===== config.mk =====
export PLATFORM = sky130hd
export DESIGN_NAME = button_bcd_counter
export DESIGN_NICKNAME = d
export VERILOG_FILES = /design/src/rtl/button_bcd_counter.sv
export SDC_FILE = /design/constraint.sdc
export NUM_CORES = 1
export LEC_CHECK = 0
export BUFFER_PORTS_ARGS = -buffer_cell sky130_fd_sc_hd__clkbuf_2
export CAP_MARGIN = 20
export CORE_ASPECT_RATIO = 2
export CORE_UTILIZATION = 45
export CTS_CLUSTER_DIAMETER = 30
export DETAILED_ROUTE_END_ITERATION = 8
export PLACE_DENSITY = 0.61
export SYNTH_ARGS = -nofsm -noshare
export SYNTH_HDL_FRONTEND = slang
export SYNTH_SLANG_ARGS = --single-unit

===== constraint.sdc =====
create_clock -name i_Clk -period 5.35 [get_ports i_Clk]
set_clock_uncertainty 0.15 [all_clocks]
set_input_delay 0.2675 -clock i_Clk [delete_from_list [all_inputs] [get_ports i_Clk]]
set_output_delay 0.2675 -clock i_Clk [all_outputs]
set_load 0.03 [all_outputs]

===== src/rtl/button_bcd_counter.sv =====
// Four-digit BCD up/down counter driven by debounced up/down/clear buttons.
// One immediate step per press, then auto-repeat after c_REPEAT_DELAY cycles
// and every c_REPEAT_PERIOD cycles after that while the button is held.
module button_bcd_counter #(
    parameter int c_REPEAT_DELAY  = 50000000,
    parameter int c_REPEAT_PERIOD = 10000000
) (
    input  logic        i_Clk,
    input  logic        i_Reset,
    input  logic        i_Up,
    input  logic        i_Down,
    input  logic        i_Clear,
    output logic [15:0] o_Bcd,
    output logic        o_Step
);

    typedef enum logic [2:0] {
        ST_IDLE    = 3'd0,
        ST_HOLD_UP = 3'd1,
        ST_RPT_UP  = 3'd2,
        ST_HOLD_DN = 3'd3,
        ST_RPT_DN  = 3'd4,
        ST_LOCK    = 3'd5
    } state_t;

    // Terminal timer values; the timer counts from 0 up to these inclusive.
    localparam logic [26:0] c_DELAY_LAST  = 27'(c_REPEAT_DELAY - 1);
    localparam logic [26:0] c_PERIOD_LAST = 27'(c_REPEAT_PERIOD - 1);

    state_t      state_r;
    state_t      state_nxt_s;
    logic [26:0] timer_r;
    logic [26:0] timer_nxt_s;
    logic        step_up_s;
    logic        step_dn_s;
    logic [15:0] bcd_r;
    logic [15:0] bcd_nxt_s;
    logic        step_r;
    logic        step_nxt_s;

    // Increment a packed 4-digit BCD value, carry rippling through all digits.
    function automatic logic [15:0] bcd_inc(input logic [15:0] v);
        logic [15:0] r;
        logic        carry;
        r     = v;
        carry = 1'b1;
        for (int i = 0; i < 4; i++) begin
            if (carry) begin
                if (v[i*4 +: 4] == 4'd9) begin
                    r[i*4 +: 4] = 4'd0;
                    carry       = 1'b1;
                end else begin
                    r[i*4 +: 4] = v[i*4 +: 4] + 4'd1;
                    carry       = 1'b0;
                end
            end else begin
                r[i*4 +: 4] = v[i*4 +: 4];
            end
        end
        return r;
    endfunction

    // Decrement a packed 4-digit BCD value, borrow rippling through all digits.
    function automatic logic [15:0] bcd_dec(input logic [15:0] v);
        logic [15:0] r;
        logic        borrow;
        r      = v;
        borrow = 1'b1;
        for (int i = 0; i < 4; i++) begin
            if (borrow) begin
                if (v[i*4 +: 4] == 4'd0) begin
                    r[i*4 +: 4] = 4'd9;
                    borrow      = 1'b1;
                end else begin
                    r[i*4 +: 4] = v[i*4 +: 4] - 4'd1;
                    borrow      = 1'b0;
                end
            end else begin
                r[i*4 +: 4] = v[i*4 +: 4];
            end
        end
        return r;
    endfunction

    // State and repeat-timer register.
    always_ff @(posedge i_Clk) begin
        if (i_Reset) begin
            state_r <= ST_IDLE;
            timer_r <= 27'd0;
        end else begin
            state_r <= state_nxt_s;
            timer_r <= timer_nxt_s;
        end
    end

    // Next-state, timer and step-request logic; opposite button beats a due step.
    always_comb begin
        state_nxt_s = state_r;
        timer_nxt_s = timer_r;
        step_up_s   = 1'b0;
        step_dn_s   = 1'b0;
        case (state_r)
            ST_IDLE: begin
                timer_nxt_s = 27'd0;
                if (i_Up && !i_Down) begin
                    step_up_s   = 1'b1;
                    state_nxt_s = ST_HOLD_UP;
                end else if (i_Down && !i_Up) begin
                    step_dn_s   = 1'b1;
                    state_nxt_s = ST_HOLD_DN;
                end else if (i_Up && i_Down) begin
                    state_nxt_s = ST_LOCK;
                end else begin
                    state_nxt_s = ST_IDLE;
                end
            end
            ST_HOLD_UP, ST_RPT_UP: begin
                if (i_Down) begin
                    state_nxt_s = ST_LOCK;
                    timer_nxt_s = 27'd0;
                end else if (!i_Up) begin
                    state_nxt_s = ST_IDLE;
                    timer_nxt_s = 27'd0;
                end else if (timer_r == ((state_r == ST_HOLD_UP) ? c_DELAY_LAST : c_PERIOD_LAST)) begin
                    step_up_s   = 1'b1;
                    state_nxt_s = ST_RPT_UP;
                    timer_nxt_s = 27'd0;
                end else begin
                    timer_nxt_s = timer_r + 27'd1;
                end
            end
            ST_HOLD_DN, ST_RPT_DN: begin
                if (i_Up) begin
                    state_nxt_s = ST_LOCK;
                    timer_nxt_s = 27'd0;
                end else if (!i_Down) begin
                    state_nxt_s = ST_IDLE;
                    timer_nxt_s = 27'd0;
                end else if (timer_r == ((state_r == ST_HOLD_DN) ? c_DELAY_LAST : c_PERIOD_LAST)) begin
                    step_dn_s   = 1'b1;
                    state_nxt_s = ST_RPT_DN;
                    timer_nxt_s = 27'd0;
                end else begin
                    timer_nxt_s = timer_r + 27'd1;
                end
            end
            ST_LOCK: begin
                timer_nxt_s = 27'd0;
                if (!i_Up && !i_Down) begin
                    state_nxt_s = ST_IDLE;
                end else begin
                    state_nxt_s = ST_LOCK;
                end
            end
            default: begin
                state_nxt_s = ST_IDLE;
                timer_nxt_s = 27'd0;
            end
        endcase
    end

    // Next count and step pulse; clear forces zero and swallows any step.
    always_comb begin
        bcd_nxt_s  = bcd_r;
        step_nxt_s = 1'b0;
        if (i_Clear) begin
            bcd_nxt_s  = 16'h0000;
            step_nxt_s = 1'b0;
        end else if (step_up_s) begin
            bcd_nxt_s  = bcd_inc(bcd_r);
            step_nxt_s = 1'b1;
        end else if (step_dn_s) begin
            bcd_nxt_s  = bcd_dec(bcd_r);
            step_nxt_s = 1'b1;
        end else begin
            bcd_nxt_s  = bcd_r;
            step_nxt_s = 1'b0;
        end
    end

    // Registered count and step outputs.
    always_ff @(posedge i_Clk) begin
        if (i_Reset) begin
            bcd_r  <= 16'h0000;
            step_r <= 1'b0;
        end else begin
            bcd_r  <= bcd_nxt_s;
            step_r <= step_nxt_s;
        end
    end

    assign o_Bcd  = bcd_r;
    assign o_Step = step_r;

endmodule


==> metrics, run 1 <==
# Max-Cap Violations 0; cell count after synthesis 369; root buffer cell clkbuf_16; setup TNS 0 ns; Synth Area per Inst between 8 and 9 um^2; Mapped Nets between 300 and 400; post-synthesis register bit count 47; WL final 7.03 mm; max-slew violation count 0; CTS sink cnt 47; vias in the first global route 2663; CORE AREA 0.00689 mm^2; worst hold path depth 2; leading cell types by count after synthesis dfxtp_1, nor2_1, nand2_1; Boundary Pins 22; CTS tree yes; nets@finish 383; largest fanout on the critical path 27; post-synth top area share about 29%; FMAX 0.320 GHz; CTS clock-pin slew for the worst setup and hold paths 0.06 ns; leading area contributor after synthesis dfxtp_1; worst hold margin 0.0440 ns; routed len/inst 15.0 um; fin crit period 3.13 ns; Yosys Warn Count 0; pwr dens 240 mW/mm^2; # setup viols final 0; required time worst endpoint 5.42 ns; Hold Path Class in -> reg; R2R cell count 9; CTS Hold Buffers Added 0; row count 43; chip width just over 60 um; most common cell in the netlist dfxtp_1; slew margin rel. 45.9%; GPL Wtd Cong 0.850; Syn Std Cell Area about 0.0032 mm^2; run status completed; gr usage total 20.5%; CP arrival ~3.2 ns; crit start category flip-flop; initial drt markers between 100 and 150; Final Hold Fails 0; total number of vias approximately 2700; asr flop ratio synth 0%; clock latency at the later pin of the worst-skew pair 0.29 ns; Top FF cell, synth dfxtp_1; via/cell ratio 5.88; Seq. cell area around 940 um^2; largest cells by area after synthesis dfxtp_1, nor2_4, xor2_1, nor2_1, xnor2_1; CP endpoint kind flip-flop; die height 121 um; I/O Buffers 21; wire length of the first global-routing pass 11.6 mm; Starting Density a little under half; share of layout cells above drive strength 1 20.7%; CTS HTree Levels 2; post-synthesis sequential area ratio approximately 29%; Layout area overhead 7.39%; Lkg Pwr 0.00107 uW; fin crit share 58.5%; measured slew at the worst slew-check pin a little over 0.8 ns; number of CTS-inserted buffers 5; TritonRoute pass-1 iters 4; multi-input logic area 0.00209 mm^2; ANT nets after route 0; share of the core filled with cells 49.9%; die area 0.00747 mm^2; post-CTS setup buffers 0; worst IR drop on VDD 0.216 mV; largest net degree at the start of global routing 28; Diodes inserted 0; post-DP HPWL 5.34 mm; clk buf depth 2; Fill cells 706; RSZ-0062 raised after global routing false; WS Path Type reg -> reg; count of unique library cells instantiated by Yosys 79; initial antenna violation count 0; number of synthesized flops with an enable pin 0; # resized after CTS 0; grt total ovfl 0; DRC 0
[power breakdown]
group	total, uW	switching, uW	internal (uW)
Combinational	136	84.0	52.5
Sequential	379	21.6	357
Clock	311	128	182
[registers in the layout (all words and copies together) (netlist names)]
| name | count |
|---|---|
| o_Step | 1 |
| timer_r | 27 |
| state_r | 3 |
| o_Bcd | 16 |
[through the flow]
step	total power (uW)	setup WS (ns)	instances	area [um^2]
2_1_floorplan	503	2.72	369	3200
3_3_place_gp	522	2.30	460	3290
3_5_place_dp	524	2.22	460	3290
4_1_cts	838	2.21	467	3440
5_1_grt	863	2.05	467	3440
6_report	826	2.22	467	3440
[critical path, stage by stage, from the launching register on]
cell	delay (ns)
dfxtp_1	0.35
ha_1	0.24
and4_1	0.23
nand3_1	0.32
o21ai_0	0.16
a21oi_1	0.40
nor2_2	0.10
or4b_2	0.61
buf_4	0.33
nor2_1	0.16
[cells in the final DEF (no fill, tap or decap), types with 4 or more instances in the layout]
cell type and count:
nor2_2 4, clkbuf_2 21, a311oi_1 4, xor2_1 18, and2_1 4, nand3_1 18
or2_2 4, nor2_1 35, nor3_1 9, a211oi_1 6, nor2_4 18, a21oi_1 9
o21ai_0 6, dfxtp_1 47, a31oi_1 9, nand4_1 10, nand2b_1 8, xnor2_1 15
o21bai_1 5, clkbuf_16 5, inv_1 10, and3_1 5, nor4_1 4, nand2_1 25
or3_1 6
[logic make-up after synthesis]
group	count (synthesis)	share of synthesized area (%)
xor+xnor	33	9.03
compound gates	83	22.0
mux	2	0.626
fa+ha+maj	1	0.391
simple gates	172	33.2
flops	47	29.4
buf+inv	31	5.32
[metal layers]
metal / global-route usage (%) / part of all wire [%] / vias to the layer above
met3: 3.52 / 1.8 / 16
met4: 10.4 / 3.2 / 0
met5: 0 / 0 / -
li1: - / - / 1368
met2: 39.4 / 58 / 27
met1: 18.9 / 37 / 1337
[layout make-up]
type	instances	share of cell area [%]
multi-input cells	291	60.8
flip-flops and latches	47	27.4
clock buffers	6	4.04
repair buffers	22	3.28
well taps	90	3.28
inverters	10	1.09
clock inverters	1	0.146
[worst paths after layout]
path                              start                      end  slack (ns)
setup / recovery  timer_r[0]$_SDFF_PP0_    timer_r[8]$_SDFF_PP0_        2.22
hold / removal                  i_Reset  state_r[1]$_SDFFE_PP0P_        0.04
setup reg to reg  timer_r[0]$_SDFF_PP0_    timer_r[8]$_SDFF_PP0_        2.22
hold reg to reg   timer_r[0]$_SDFF_PP0_    timer_r[0]$_SDFF_PP0_        0.33
No activity file was read; power rests on OpenSTA's default activity.
==> run 2, diff against run 1 <==
--- a/config.mk
+++ b/config.mk
@@ -11,7 +11,7 @@
 export CORE_UTILIZATION = 45
 export CTS_CLUSTER_DIAMETER = 30
 export DETAILED_ROUTE_END_ITERATION = 8
-export PLACE_DENSITY = 0.61
+export PLACE_DENSITY = 0.64
 export SYNTH_ARGS = -nofsm -noshare
 export SYNTH_HDL_FRONTEND = slang
 export SYNTH_SLANG_ARGS = --single-unit
==> constraint.sdc (replaced) <==
create_clock -name i_Clk -period 2.8 [get_ports i_Clk]
set_clock_uncertainty 0.15 [all_clocks]
set_input_delay 0.14 -clock i_Clk [delete_from_list [all_inputs] [get_ports i_Clk]]
set_output_delay 0.14 -clock i_Clk [all_outputs]
set_load 0.03 [all_outputs]
==> metrics, run 2 (same netlist as run 1, synthesis figures left out) <==
vias in the first global route 2889; Sw Ratio 29.1%; Non-Filler Instances 505; # setup viols final 0; share of layout cells above drive strength 1 29.9%; CTS sink cnt 47; Largest Register timer_r; Starting Density 46.5%; clock latency at the later pin of the worst-skew pair 0.29 ns; slew margin rel. 57.7%; setup TNS 0 ns; nets@finish 420; Layout area overhead 18.1%; CP arrival 2.74 ns; most frequent cells in the layout dfxtp_1, buf_4, nor2_1; clock share of power 36.0%; ANT nets after route 0; TritonRoute pass-1 iters 4; number of CTS-inserted buffers 5; gr usage total 23.1%; WL final 7.83 mm; max-slew violation count 0; pwr dens 431 mW/mm^2; GPL Wtd Cong ~0.86; WS Path Type reg -> reg; Hold Path Class in -> reg; CP endpoint kind flip-flop; initial drt markers around 110; Final WS setup 0.115 ns; CTS clock-pin slew for the worst setup and hold paths 0.06 ns; Comb pwr share 20.1%; measured slew at the worst slew-check pin between 0.6 and 0.7 ns; routed len/inst 15.5 um; Lkg Pwr 0.00127 uW; clk buf depth 2; commonest non-fill, non-tap cell in the layout dfxtp_1; largest net degree at the start of global routing 28; DP Cell Count 489; CTS HTree Levels 2; Diodes inserted 0; pre-CTS setup slack -0.0558 ns; crit start category flip-flop; required time worst endpoint 2.86 ns; CTS tree yes; # Max-Cap Violations 0; chip width slightly above 60 um; Net Sw Power 474 uW; wire length of the first global-routing pass approximately 13 mm; post-DP HPWL 5.79 mm; Final Hold Fails 0; grt total ovfl 0; sequential share of power 43.9%; FMAX 0.372 GHz; DRC 0; via/cell ratio between 5 and 6; initial antenna violation count 0; fin crit share 95.9%; run status completed; die area 0.00747 mm^2; Power Internal 1150 uW; root buffer cell clkbuf_16; worst IR drop on VDD 0.401 mV; row count 43; CORE AREA ~0.007 mm^2; fin crit period ~2.7 ns; largest fanout on the critical path 6; die height 121 um; I/O Buffers 21; max FFs per register 27; total number of vias 2915; Boundary Pins 22
[run 2: cell count changes in the layout (fill, tap and decap cells not counted), moves of 2 or more]
cell | previous run | this run
buf_4 | 1 | 36
o21ai_1 | 3 | 1
dfxtp_1 | 47 | 43
dfxtp_2 | 0 | 4
a211oi_1 | 6 | 4
clkbuf_1 | 0 | 2
a211oi_2 | 1 | 3
o21ai_2 | 1 | 3
[run 2: path summary, 6_finish.rpt]
| path | start | endpoint | slack, ns | depth (start not counted) |
|---|---|---|---|---|
| worst max-delay path | timer_r[26]$_SDFF_PP0_ | o_Bcd[7]$_SDFFE_PP0P_ | 0.11 | 9 |
| worst min-delay path | i_Down | state_r[2]$_SDFFE_PP0P_ | 0.09 | 3 |
| worst max register to register | timer_r[26]$_SDFF_PP0_ | o_Bcd[7]$_SDFFE_PP0P_ | 0.11 | 9 |
| worst min register to register | timer_r[0]$_SDFF_PP0_ | timer_r[0]$_SDFF_PP0_ | 0.38 | 2 |
[run 2: routing by layer]
metal  up-vias  global-route usage, %  routed length, um
li1       1445                      -                  -
met3        21                   3.62                206
met4         0                   13.1                300
met5         -                      0                  0
met2        58                   43.1               4590
met1      1391                   22.1               2730
[run 2: worst max-delay path, cell delays in order, from the launching register on]
cell and delay (ns):
dfxtp_1 0.35, nor4b_4 0.36, nand4_1 0.12, buf_4 0.18, a2111oi_4 0.32, buf_4 0.20, o211ai_2 0.16, o32ai_4 0.44
a21oi_2 0.08, a311oi_1 0.24
[run 2: cell type report]
| class | instances | area [um^2] |
|---|---|---|
| Fill cell | 695 | 3110 |
| Multi-Input combinational cell | 291 | 2140 |
| Sequential cell | 47 | 946 |
| Timing Repair Buffer | 59 | 405 |
| Clock buffer | 7 | 133 |
| Tap cell | 90 | 113 |
| Inverter | 10 | 37.5 |
| Clock inverter | 1 | 5.00 |
[run 2: what timing repair did]
| action | 4_1_cts | 5_1_grt |
|---|---|---|
| pin swaps | 0 | 6 |
| hold buffers | 1 | 0 |
| endpoints found under the setup margin | 5 | 39 |
| setup buffers | 0 | 7 |
| resized for setup | 1 | 12 |
| hold endpoints to repair | 3 | 0 |
[run 2: through the flow]
| step | power, uW | util [%] | hold slack (ns) | cell area [um^2] |
|---|---|---|---|---|
| final | 1630 | 54.9 | 0.0891 | 3780 |
| after global routing | 1700 | 54.9 | 0.136 | 3780 |
| after CTS | 1630 | 53.4 | 0.0786 | 3680 |
| after detailed placement | 1040 | 51.1 | 0.238 | 3520 |
| after global placement | 1040 | 51.1 | 0.226 | 3520 |
| after floorplan | 960 | - | 0.0594 | 3200 |
[run 2: power by group through the flow]
| stage | Clock, uW | Sequential [uW] | Combinational, uW |
|---|---|---|---|
| after floorplan | 0 | 725 | 235 |
| after global placement | 0 | 727 | 312 |
| after detailed placement | 0 | 726 | 316 |
| after CTS | 603 | 711 | 318 |
| after global routing | 625 | 716 | 357 |
| final | 586 | 714 | 328 |
